==> config.mk <==
export PLATFORM = sky130hd
export DESIGN_NAME = uart_tx_arbiter
export DESIGN_NICKNAME = d
export VERILOG_FILES = /design/src/rtl/uart_tx_arbiter_pkg.sv /design/src/rtl/uart_tx_arbiter_rr_arbiter.sv /design/src/rtl/uart_tx_arbiter.sv
export SDC_FILE = /design/constraint.sdc
export NUM_CORES = 1
export LEC_CHECK = 0
export BUFFER_PORTS_ARGS = -buffer_cell sky130_fd_sc_hd__buf_2
export CORE_MARGIN = 2
export CORE_UTILIZATION = 58
export CTS_CLUSTER_SIZE = 12
export DETAILED_ROUTE_END_ITERATION = 16
export GPL_TIMING_DRIVEN = 0
export MAX_ROUTING_LAYER = met4
export PLACE_DENSITY_LB_ADDON = 0.3
export SYNTH_ARGS = -nofsm -noshare
export SYNTH_HDL_FRONTEND = slang
export SYNTH_SLANG_ARGS = --single-unit
==> constraint.sdc <==
create_clock -name sclk -period 5.7 [get_ports sclk]
set_input_delay 0.285 -clock sclk [delete_from_list [all_inputs] [get_ports sclk]]
set_output_delay 0.285 -clock sclk [all_outputs]
set_load 0.005 [all_outputs]
==> src/rtl/uart_tx_arbiter_pkg.sv <==
// Shared UART timing defaults, arbiter FSM state encoding and small helpers.
package uart_tx_arbiter_pkg;

    localparam int unsigned CLK_FREQ_DEF   = 50_000_000;
    localparam int unsigned BAUD_DEF       = 9600;
    localparam int unsigned FRAME_BITS_DEF = 10;
    localparam int unsigned GUARD_DEF      = 2;
    localparam int unsigned N_REQ_DEF      = 2;

    typedef logic [1:0] state_t;

    localparam state_t IDLE = 2'd0;
    localparam state_t TRIG = 2'd1;
    localparam state_t WAIT = 2'd2;

    function automatic int unsigned bit_cycles(input int unsigned clk_freq,
                                               input int unsigned baud);
        return clk_freq / baud;
    endfunction

    // Index width for n requesters, never narrower than one bit.
    function automatic int unsigned idx_width(input int unsigned n);
        return (n > 1) ? $clog2(n) : 1;
    endfunction

endpackage

==> src/rtl/uart_tx_arbiter_rr_arbiter.sv <==
// Combinational round-robin pick: first valid requester at or after ptr, wrapping.
module rr_arbiter
    import uart_tx_arbiter_pkg::*;
#(
    parameter int unsigned N_REQ = N_REQ_DEF
) (
    input  logic [N_REQ-1:0]            valid,
    input  logic [idx_width(N_REQ)-1:0] ptr,
    output logic [N_REQ-1:0]            grant_c,
    output logic [idx_width(N_REQ)-1:0] idx_c,
    output logic                        found_c
);

    localparam int unsigned GW = idx_width(N_REQ);

    // Two passes: indices >= ptr first, then the wrapped indices below ptr.
    always_comb begin
        grant_c = '0;
        idx_c   = '0;
        found_c = 1'b0;
        for (int i = 0; i < N_REQ; i++) begin
            if (!found_c && valid[i] && (GW'(i) >= ptr)) begin
                found_c    = 1'b1;
                grant_c[i] = 1'b1;
                idx_c      = GW'(i);
            end
        end
        for (int i = 0; i < N_REQ; i++) begin
            if (!found_c && valid[i] && (GW'(i) < ptr)) begin
                found_c    = 1'b1;
                grant_c[i] = 1'b1;
                idx_c      = GW'(i);
            end
        end
    end

endmodule

==> src/rtl/uart_tx_arbiter.sv <==
// Round-robin sharing of one uart_tx among N_REQ byte sources, with frame pacing
// (one tx_trig per byte followed by a fixed hold-off since uart_tx reports no busy).
module uart_tx_arbiter
    import uart_tx_arbiter_pkg::*;
#(
    parameter int unsigned N_REQ      = N_REQ_DEF,
    parameter int unsigned CLK_FREQ   = CLK_FREQ_DEF,
    parameter int unsigned BAUD       = BAUD_DEF,
    parameter int unsigned FRAME_BITS = FRAME_BITS_DEF,
    parameter int unsigned GUARD      = GUARD_DEF
) (
    input  logic                        sclk,
    input  logic                        reset,
    input  logic [N_REQ-1:0]            req_valid,
    input  logic [8*N_REQ-1:0]          req_data,
    output logic [N_REQ-1:0]            req_ready,
    output logic [7:0]                  tx_data,
    output logic                        tx_trig,
    output logic                        tx_busy,
    output logic [idx_width(N_REQ)-1:0] grant_id
);

    localparam int unsigned GW           = idx_width(N_REQ);
    localparam int unsigned FRAME_CYCLES = bit_cycles(CLK_FREQ, BAUD) * FRAME_BITS + GUARD;
    localparam int unsigned CW           = $clog2(FRAME_CYCLES + 1);

    state_t          state;
    state_t          state_nxt;
    logic [GW-1:0]   ptr;
    logic [GW-1:0]   ptr_nxt_c;
    logic [GW-1:0]   gidx_c;
    logic [N_REQ-1:0] grant_c;
    logic            found_c;
    logic            accept_c;
    logic [CW-1:0]   cnt;
    logic [7:0]      sel_data_c;

    rr_arbiter #(.N_REQ(N_REQ)) u_rr (
        .valid   (req_valid),
        .ptr     (ptr),
        .grant_c (grant_c),
        .idx_c   (gidx_c),
        .found_c (found_c)
    );

    // Byte of the granted requester.
    always_comb begin
        sel_data_c = '0;
        for (int i = 0; i < N_REQ; i++) begin
            if (grant_c[i]) begin
                sel_data_c = req_data[8*i +: 8];
            end
        end
    end

    always_comb begin
        ptr_nxt_c = (gidx_c == GW'(N_REQ - 1)) ? '0 : gidx_c + GW'(1);
    end

    // State register.
    always_ff @(posedge sclk) begin
        if (reset) begin
            state <= IDLE;
        end else begin
            state <= state_nxt;
        end
    end

    // Next-state logic.
    always_comb begin
        state_nxt = state;
        case (state)
            IDLE:    if (accept_c) state_nxt = TRIG;
            TRIG:    state_nxt = WAIT;
            WAIT:    if (cnt == '0) state_nxt = IDLE;
            default: state_nxt = IDLE;
        endcase
    end

    // Handshake outputs; ready is withheld during reset so nothing is accepted.
    always_comb begin
        req_ready = '0;
        accept_c  = 1'b0;
        if ((state == IDLE) && !reset) begin
            req_ready = grant_c;
            accept_c  = found_c;
        end
    end

    // Registered datapath: captured byte, grant, pointer, trigger and hold-off counter.
    always_ff @(posedge sclk) begin
        if (reset) begin
            tx_data  <= '0;
            tx_trig  <= 1'b0;
            tx_busy  <= 1'b0;
            grant_id <= '0;
            ptr      <= '0;
            cnt      <= '0;
        end else begin
            tx_trig <= accept_c;
            if (accept_c) begin
                tx_data  <= sel_data_c;
                grant_id <= gidx_c;
                ptr      <= ptr_nxt_c;
                tx_busy  <= 1'b1;
            end
            if (state == TRIG) begin
                cnt <= CW'(FRAME_CYCLES - 1);
            end else if (state == WAIT) begin
                if (cnt != '0) begin
                    cnt <= cnt - CW'(1);
                end else begin
                    tx_busy <= 1'b0;
                end
            end
        end
    end

endmodule

# Yosys cells after proc, flatten, opt, wreduce, memory -nomap -nowiden
# Index checks and enable logic that the tools add are counted.
dict set report totals {
  register_bits 30
  in_bits 20
  output_inout_bits 13
  elab_cells 63
}
dict set report classes {
  add_sub_neg 2
  order_cmp 4
  eq_ne 4
  muxes 24
  n_reduce_logical 21
}
# cell n
set ops {}
lappend ops {{$mux W16} 3}
lappend ops {{$logic_not A16 Y1} 1}
lappend ops {{$mux W8} 2}
lappend ops {{$reduce_bool A16 Y1} 1}
lappend ops {{$sub A16 B1 Y16 const B} 1}
lappend ops {{$mux W1} 15}
lappend ops {{$logic_and A1 B1 Y1} 8}
lappend ops {{$mux W2} 3}
lappend ops {{$pmux W2 S3} 1}
lappend ops {{$reduce_and A2 Y1} 3}
lappend ops {{$logic_not A1 Y1} 4}
lappend ops {{$ne A2 B2 Y1 const B} 2}
lappend ops {{$reduce_bool A2 Y1} 2}
lappend ops {{$eq A2 B1 Y1 const B} 1}
lappend ops {{$eq A2 B2 Y1 const B} 1}
lappend ops {{$ge A1 B1 Y1 const A} 2}
lappend ops {{$logic_not A2 Y1} 1}
lappend ops {{$lt A1 B1 Y1 const A} 2}
lappend ops {{$reduce_or A2 Y1} 1}
lappend ops {{$add A1 B1 Y1 const B} 1}

# Logic depth before layout (Yosys ltp)
# Gate-level depths: netlist of run 1.
dict set report logic_depth {
  depth_word 20
  mapped_depth 8
  mapped_depth_nobuf 6
}

# Modules after synthesis
# A second synthesis of run 1 with hierarchy kept.
dict set report hier_totals {
  cells_unflattened 199
  hier_area_um2 1707.9
}
# module n_inst cells_per_inst area_per_inst_um2 seq_area_each_um2
set modules_own_cells {}
lappend modules_own_cells {uart_tx_arbiter 1 194 1675.4 600.6}
lappend modules_own_cells {rr_arbiter 1 5 32.5 0.0}

# Worst setup path before layout of run 1
# Ideal clock, no wire load.
dict set report synth_path {
  kind {register to register}
  start {reg state[1]}
  end {reg cnt[9]}
  setup_ns 0.143
  arrival_ns 2.062
  required_time_ns 5.557
  path_slack_ns 3.495
  stages_incl_launch_ff 8
  path_buffers 1
  period_less_slack_ns 2.205
  cell_sequence {dfxtp_1 > inv_1 > ha_1 > buf_2 > or4b_2 > o41ai_4 > or2b_1 > o221ai_1}
}
dict set report synth_between {
  elab_chain_len 3
  word_cells_on_any_way 6
  classes_between {2 x eq/ne; 1 x mux; 3 x reduce/logical}
}
# item line
set synth_lines {}
lappend synth_lines {{start, declared} uart_tx_arbiter.sv:27} ;# state_t state;
lappend synth_lines {{start signal, assigned} uart_tx_arbiter.sv:65} ;# state <= state_nxt;
lappend synth_lines {{$eq A2 B1 Y1 or $eq A2 B2 Y1 (tied branches)} {uart_tx_arbiter.sv:107, uart_tx_arbiter.sv:109}}
lappend synth_lines {{$reduce_bool A2 Y1 (no source line)} --}
lappend synth_lines {{$reduce_and A2 Y1 (no source line)} --}
lappend synth_lines {{end signal, assigned} uart_tx_arbiter.sv:108} ;# cnt <= CW'(FRAME_CYCLES - 1);
lappend synth_lines {{end signal, assigned} uart_tx_arbiter.sv:111} ;# cnt <= cnt - CW'(1);
lappend synth_lines {{end, declared} uart_tx_arbiter.sv:35} ;# logic [CW-1:0] cnt;
# Several ways; a longest one is shown, not always the timed one.
# A chain may end at the register's enable or synchronous reset.

# Worst setup path after layout of run 1
# Ends and elaborated chain as after synthesis.

==> results.yml, run 1 <==
grt:
  globalRouteTotalUtil_pct: 27.5
  first_global_vias: 1611
  grt_start_max_net_pins: 11
  global_route.overflow_total: 0
  antenna_violations_before_repair: 0
  wire_length_of_the_first_global_routing_pass_mm: 6.75
setup_path:
  critPathArrivalTime_ns: 2.77
  critical_path_depth: 7
  critical_path.endpoint_type: "flop"
  crit_path_top_delay_cell: "sky130_fd_sc_hd__or4b_2"
  timing.rr.start: "state[1]"
  crit_path_cells: "inv_1, ha_1, buf_2, or4b_2, o41ai_4, or2b_1, o221ai_1"
  worst_setup_path_startpoint: "state[1]"
  cp.required_ns: 5.90
  timing.rr.end: "cnt[9]"
  setup.worst_path.end: "cnt[9]"
  worst_setup_path_start_kind: "flop"
  crit_buf_inv: 2
  criticalPathCategory: "reg -> reg"
  crit_fanout: 9
  r2r_setup_slack_ns: 3.14
  timing.critical_path.max_delay_family: "simple AND/OR/NAND/NOR gates"
  ff_to_ff_path_depth: 7
  slowest_delay_ns: 0.68
sta:
  fmax_ghz: 0.390
  transition_time_of_the_tightest_slew_check_pin_ns: 0.794
  rsz0062_at_grt: "false"
  period_share_pct: 45.0
  final_setup_violation_count: 0
  hold_viol_final: 0
  slew-limit-headroom_pct: 46.6
  fin_worst_skew_ns: 0.00971
  period_minus_slack_ns: 2.56
  report.final.slew_viol_count: 0
  setup_tns_ns: 0
placed_design:
  port-buffer-count: 32
  dpl_cell_area_um2: 1850
  routabilityCongestion: 0.959
  post-dp-hpwl_mm: 3.16
power_and_ir_drop:
  power.ir.vdd_worst_uv: 367
  p_per_area_nw_per_um2: 530
  p_leak_nw: 0.802
detailed_routing:
  route.antenna.remaining_nets: 0
  viasPerCell: 6.56
  detail_route.iter0.violations: 149
  dr_total_vias: 1713
  drt_wl_total_mm: 4.23
  routedWlPerCell_um: 16.2
  drt_pass1_iterations: 4
  drc: 0
floorplanning:
  pin_count: 33
  floorplan.die_area_um2: 3300
  fp.dieH_um: 57.4
  fp.dieW_um: 57.4
  row_count: 19
  core_box_area_um2: 2730
  floorplan.initialDensity_pct: 60.5
logic_synthesis:
  synth_top_flop_cell: "sky130_fd_sc_hd__dfxtp_1"
  synthTopCellsByArea: "sky130_fd_sc_hd__dfxtp_1 (36%), sky130_fd_sc_hd__ha_1 (4.5%), sky130_fd_sc_hd__a222oi_1 (4.2%), sky130_fd_sc_hd__nor2_1 (3.6%), sky130_fd_sc_hd__inv_1 (3.4%)"
  synthesis.instances: 190
  yosysMostFrequentCell: "sky130_fd_sc_hd__dfxtp_1"
  ys_seq_area_share_pct: 36.3
  synth_area_um2: 1660
  synth-edff-count: 0
  postSynthRegisterBits: 30
  synth.distinct_cells: 50
  ys_warn_count: 0
  ys_async_sr_fraction_pct: 0
  ys_top_cells_by_count: "sky130_fd_sc_hd__dfxtp_1 (30), sky130_fd_sc_hd__nor2_1 (16), sky130_fd_sc_hd__inv_1 (15)"
  synth_top_cell_area_share_pct: 36.3
  synthesis.area_per_instance_um2: 8.71
  most_area_hungry_cell_type_in_the_yosys_netlist: "sky130_fd_sc_hd__dfxtp_1"
  syn-num-nets: 216
layout:
  antenna_cells: 0
  design_area_um2: 1920
  final_layout_size_suffix_gt1_share_pct: 23.5
  area_delta_synth_final_pct: 15.9
  fillers: 231
  final_stage_net_count: 255
min_path:
  hold_crit_class: "in -> reg"
clocking:
  cts_sinks: 30
  clock_tree.buffer_depth: 2
  postCtsSetupBuffers: 0
  num_cts_buffers: 5
  clockRootBuffer: "sky130_fd_sc_hd__clkbuf_4"
  clock_latency_ns: 0.34
  cts.repair.resized: 0
  clk_pin_slew_worst_paths_ns: 0.10
  cts_hold_buf: 0
  ctsHtreeMaxLevel: 2
  cts_tree: "done"
run:
  maxCapViolations: 0
run_status:
  status: "finished clean"
## flip-flops by register name, summed over array words and instances, names as in the netlist
register	count
cnt	16
tx_busy	1
ptr	1
tx_data	8
state	2
tx_trig	1
grant_id	1
## power breakdown
part	switching [mW]	internal [mW]	leakage (nW)
Clock	0.0753	0.0592	0.0343
Sequential	0.0448	0.257	0.245
Combinational	0.355	0.225	0.523
## layout make-up
type                    count  area (um2)  area share, %
plain buffers               9        36.3           1.89
multi-input cells         136         962           50.2
clock inverters             2        12.5          0.652
well taps                  31        38.8           2.02
inverters                  15        56.3           2.94
flip-flops and latches     30         601           31.3
clock buffers               6        51.3           2.67
repair buffers             32         160           8.35
## kinds of logic after synthesis
group | Yosys count | share of synthesized area, %
muxes | 3 | 1.89
DFF | 30 | 36.3
AOI/OAI and AO/OA | 52 | 26.0
and+or+nand+nor | 75 | 25.7
buffers and inverters | 24 | 5.59
adders and majority gates | 6 | 4.54
## worst min-delay path by stage
stage,from,end,slack [ns],cells after the start
6_report,req_data[9],tx_data[1],0.21,3
4_1_cts,req_data[9],tx_data[1],0.21,3
3_3_place_gp,tx_busy,tx_busy,0.46,2
3_5_place_dp,tx_busy,tx_busy,0.45,2
5_1_grt,req_data[13],tx_data[5],0.22,3
2_1_floorplan,state[1],state[1],0.45,2
## per-stage QoR
step	cells	hold slack [ns]	worst slack, ns	utilization [%]	total power [mW]
floorplan	190	0.451	3.50	-	0.734
global placement	253	0.456	3.25	67.8	0.848
detailed placement	253	0.455	3.20	67.8	0.869
CTS	261	0.209	3.18	70.2	1.01
global route	261	0.222	3.04	70.2	1.08
finish	261	0.212	3.14	70.2	1.02
## worst reg2reg max path, delay by kind of cell (launching register included)
family | cells | cell delay [ns]
simple gates | 2 | 0.97
compound gates | 2 | 0.62
flops | 1 | 0.38
buf+inv | 2 | 0.27
fa+ha+maj | 1 | 0.19
## per-layer routing
metal	GRT usage, %	routed length, um
met5	-	0
met4	16.6	163
met3	7.48	272
met2	44.8	2050
met1	29.5	1740
## cell usage in the layout (no fill, tap or decap), types with 7 or more instances in the layout
| master | instances |
|---|---|
| sky130_fd_sc_hd__nand2_1 | 12 |
| sky130_fd_sc_hd__o21ai_0 | 7 |
| sky130_fd_sc_hd__a21oi_1 | 10 |
| sky130_fd_sc_hd__nand3_1 | 7 |
| sky130_fd_sc_hd__a222oi_1 | 7 |
| sky130_fd_sc_hd__buf_2 | 34 |
| sky130_fd_sc_hd__clkbuf_1 | 7 |
| sky130_fd_sc_hd__inv_1 | 15 |
| sky130_fd_sc_hd__dfxtp_1 | 30 |
| sky130_fd_sc_hd__nor2_1 | 16 |
No activity file was read; power rests on OpenSTA's default activity.
==> run 2, diff against run 1 <==
- CORE_UTILIZATION: 58 -> 49
- clock period: 5.7 -> 2.06 ns (I/O delays scaled with it)
==> run 2 against run 1 <==
Net effect:
- first-iteration DRC count shrank 21%
- total power grew to 3.5 times the previous value
- non-clock buffer count grew 7
- clock power grew to 4.7 times the previous value
- die area grew 17%
- clock skew grew 0.011 ns
- critical path depth grew 1
- wire length grew 4.4%
- utilization shrank 4.0 points
- combinational power grew to 3.4 times the previous value
- cell area grew 13%
- highest routed layer unchanged
==> results.yml, run 2 (synthesis results as in run 1) <==
run_status:
  status: "finished clean"
layout:
  fillers: 267
  antenna_cells: 0
  multi_input_area_um2: 1080
  final_layout_size_suffix_gt1_share_pct: 34.2
  design_area_um2: 2170
  registers.top_by_ff_count: "cnt"
  fin_util_pct: 66.2
  area.sequential_um2: 603
  final_stage_net_count: 262
  area_delta_synth_final_pct: 31.4
  max_ffs_per_register: 16
  final_cell_count_no_fill: 283
  most_frequent_cells_in_the_layout: "sky130_fd_sc_hd__buf_2 (32), sky130_fd_sc_hd__dfxtp_1 (28), sky130_fd_sc_hd__nor2_1 (15)"
  reg_top3: "cnt: 16 flops, tx_data: 8 flops, state: 2 flops"
  final_common_cell: "sky130_fd_sc_hd__buf_2"
placed_design:
  port-buffer-count: 32
  dp.cells: 268
  post-dp-hpwl_mm: 2.92
  dpl_cell_area_um2: 1880
  routabilityCongestion: 0.871
sta:
  hold_viol_final: 0
  timing.hold.ws_ns: 0.0130
  final_setup_violation_count: 0
  report.final.slew_viol_count: 0
  period_minus_slack_ns: 2.00
  fin_worst_skew_ns: 0.0207
  transition_time_of_the_tightest_slew_check_pin_ns: 0.595
  rsz0062_at_grt: "true"
  slew-limit-headroom_pct: 60.0
  fmax_ghz: 0.500
  period_share_pct: 97.2
min_path:
  hold_crit_class: "in -> reg"
power_and_ir_drop:
  power.ir.vdd_worst_uv: 836
  total_power_mw: 3.51
  p_leak_nw: 0.886
  pwr-share-clk_pct: 18.1
  comb_power_share_pct: 56.9
  share_of_total_power_consumed_by_net_switching_pct: 43.2
  p_per_area_nw_per_um2: 1610
  p_int_mw: 1.99
  power_switching_mw: 1.52
  share_seq_of_total_power_pct: 25.0
clocking:
  clk_pin_slew_worst_paths_ns: 0.10
  num_cts_buffers: 5
  clockRootBuffer: "sky130_fd_sc_hd__clkbuf_4"
  ctsHtreeMaxLevel: 2
  cts_hold_buf: 0
  clock_latency_ns: 0.35
  cts_sinks: 30
  clock_tree.buffer_depth: 2
  cts_tree: "done"
setup_path:
  worst_setup_path_start_kind: "flop"
  crit_fanout: 8
  criticalPathCategory: "reg -> reg"
  setup.worst_path.end: "cnt[5]"
  r2r_setup_slack_ns: 0.06
  timing.rr.start: "state[1]"
  cp.required_ns: 2.31
  worst_setup_path_startpoint: "state[1]"
  timing.rr.end: "cnt[5]"
  critPathArrivalTime_ns: 2.25
  critical_path.endpoint_type: "flop"
  ff_to_ff_path_depth: 8
detailed_routing:
  dr_total_vias: 1694
  viasPerCell: 5.99
  drc: 0
  drt_pass1_iterations: 4
  route.antenna.remaining_nets: 0
  routedWlPerCell_um: 15.6
  drt_wl_total_mm: 4.41
  detail_route.iter0.violations: 118
grt:
  grt_start_max_net_pins: 11
  globalRouteTotalUtil_pct: 23.0
  antenna_violations_before_repair: 0
  wire_length_of_the_first_global_routing_pass_mm: 7.03
  first_global_vias: 1473
  global_route.overflow_total: 0
floorplanning:
  pin_count: 33
  fp.dieH_um: 62.1
  floorplan.initialDensity_pct: 50.4
  row_count: 21
  core_box_area_um2: 3280
  fp.dieW_um: 62.1
  floorplan.die_area_um2: 3860
run:
  maxCapViolations: 0
==> run 2: repair_timing <==
item / 4_1_cts / 5_1_grt
endpoints found under the setup margin: 12 / 18
gates resized for setup: 5 / 18
pin swaps: 1 / 5
setup buffers: 3 / 6
==> run 2: stage by stage <==
stage | setup slack (ns) | TNS, ns
floorplan | 0.0203 | 0
finish | 0.0585 | 0
CTS | 0.0221 | 0
detailed placement | -0.316 | -2.25
global placement | -0.258 | -1.98
global route | -0.0288 | -0.0496
==> run 2: power groups by stage <==
stage               registers, mW  logic (mW)  clock network [mW]
finish                      0.876        1.99               0.636
global route                0.897        2.15               0.672
CTS                         0.837        1.74               0.640
detailed placement          0.838        1.62                   0
global placement            0.836        1.59                   0
floorplan                   0.823        1.24                   0
==> run 2: area by class of cell <==
class / instances / share of cell area (%)
multi-input combinational: 136 / 49.7
sequential: 30 / 27.7
timing repair buffer: 41 / 10.5
clock inverter: 2 / 2.76
tap: 46 / 2.65
inverter: 15 / 2.59
clock buffer: 6 / 2.36
buffer: 7 / 1.73
==> run 2: critical path, cell delays in order, from the launching register on <==
cell and delay [ns]:
sky130_fd_sc_hd__dfxtp_2 0.35, sky130_fd_sc_hd__inv_2 0.05, sky130_fd_sc_hd__ha_4 0.15, sky130_fd_sc_hd__buf_6 0.13, sky130_fd_sc_hd__or4b_4 0.49, sky130_fd_sc_hd__o41ai_4 0.24
sky130_fd_sc_hd__buf_4 0.22, sky130_fd_sc_hd__a21oi_2 0.04, sky130_fd_sc_hd__o32ai_1 0.26
==> run 2: worst min-delay path by stage <==
| stage | from | to | slack [ns] | depth (start not counted) |
|---|---|---|---|---|
| 2_1_floorplan | req_data[8] | tx_data[0] | 0.27 | 2 |
| 3_5_place_dp | req_data[10] | tx_data[2] | 0.37 | 3 |
| 4_1_cts | req_data[10] | tx_data[2] | 0.01 | 3 |
| 6_report | req_data[10] | tx_data[2] | 0.01 | 3 |
| 5_1_grt | req_data[14] | tx_data[6] | 0.01 | 3 |
| 3_3_place_gp | req_data[11] | tx_data[3] | 0.37 | 3 |
==> run 2: layer usage <==
layer | vias to the layer above | share of wire, % | routed length [um] | global-route usage [%]
li1 | 827 | - | - | -
met1 | 778 | 43 | 1890 | 27.6
met2 | 77 | 48 | 2100 | 37.5
met3 | 12 | 7.3 | 322 | 5.62
met4 | 0 | 2.2 | 98 | 8.89
met5 | - | 0 | 0 | -
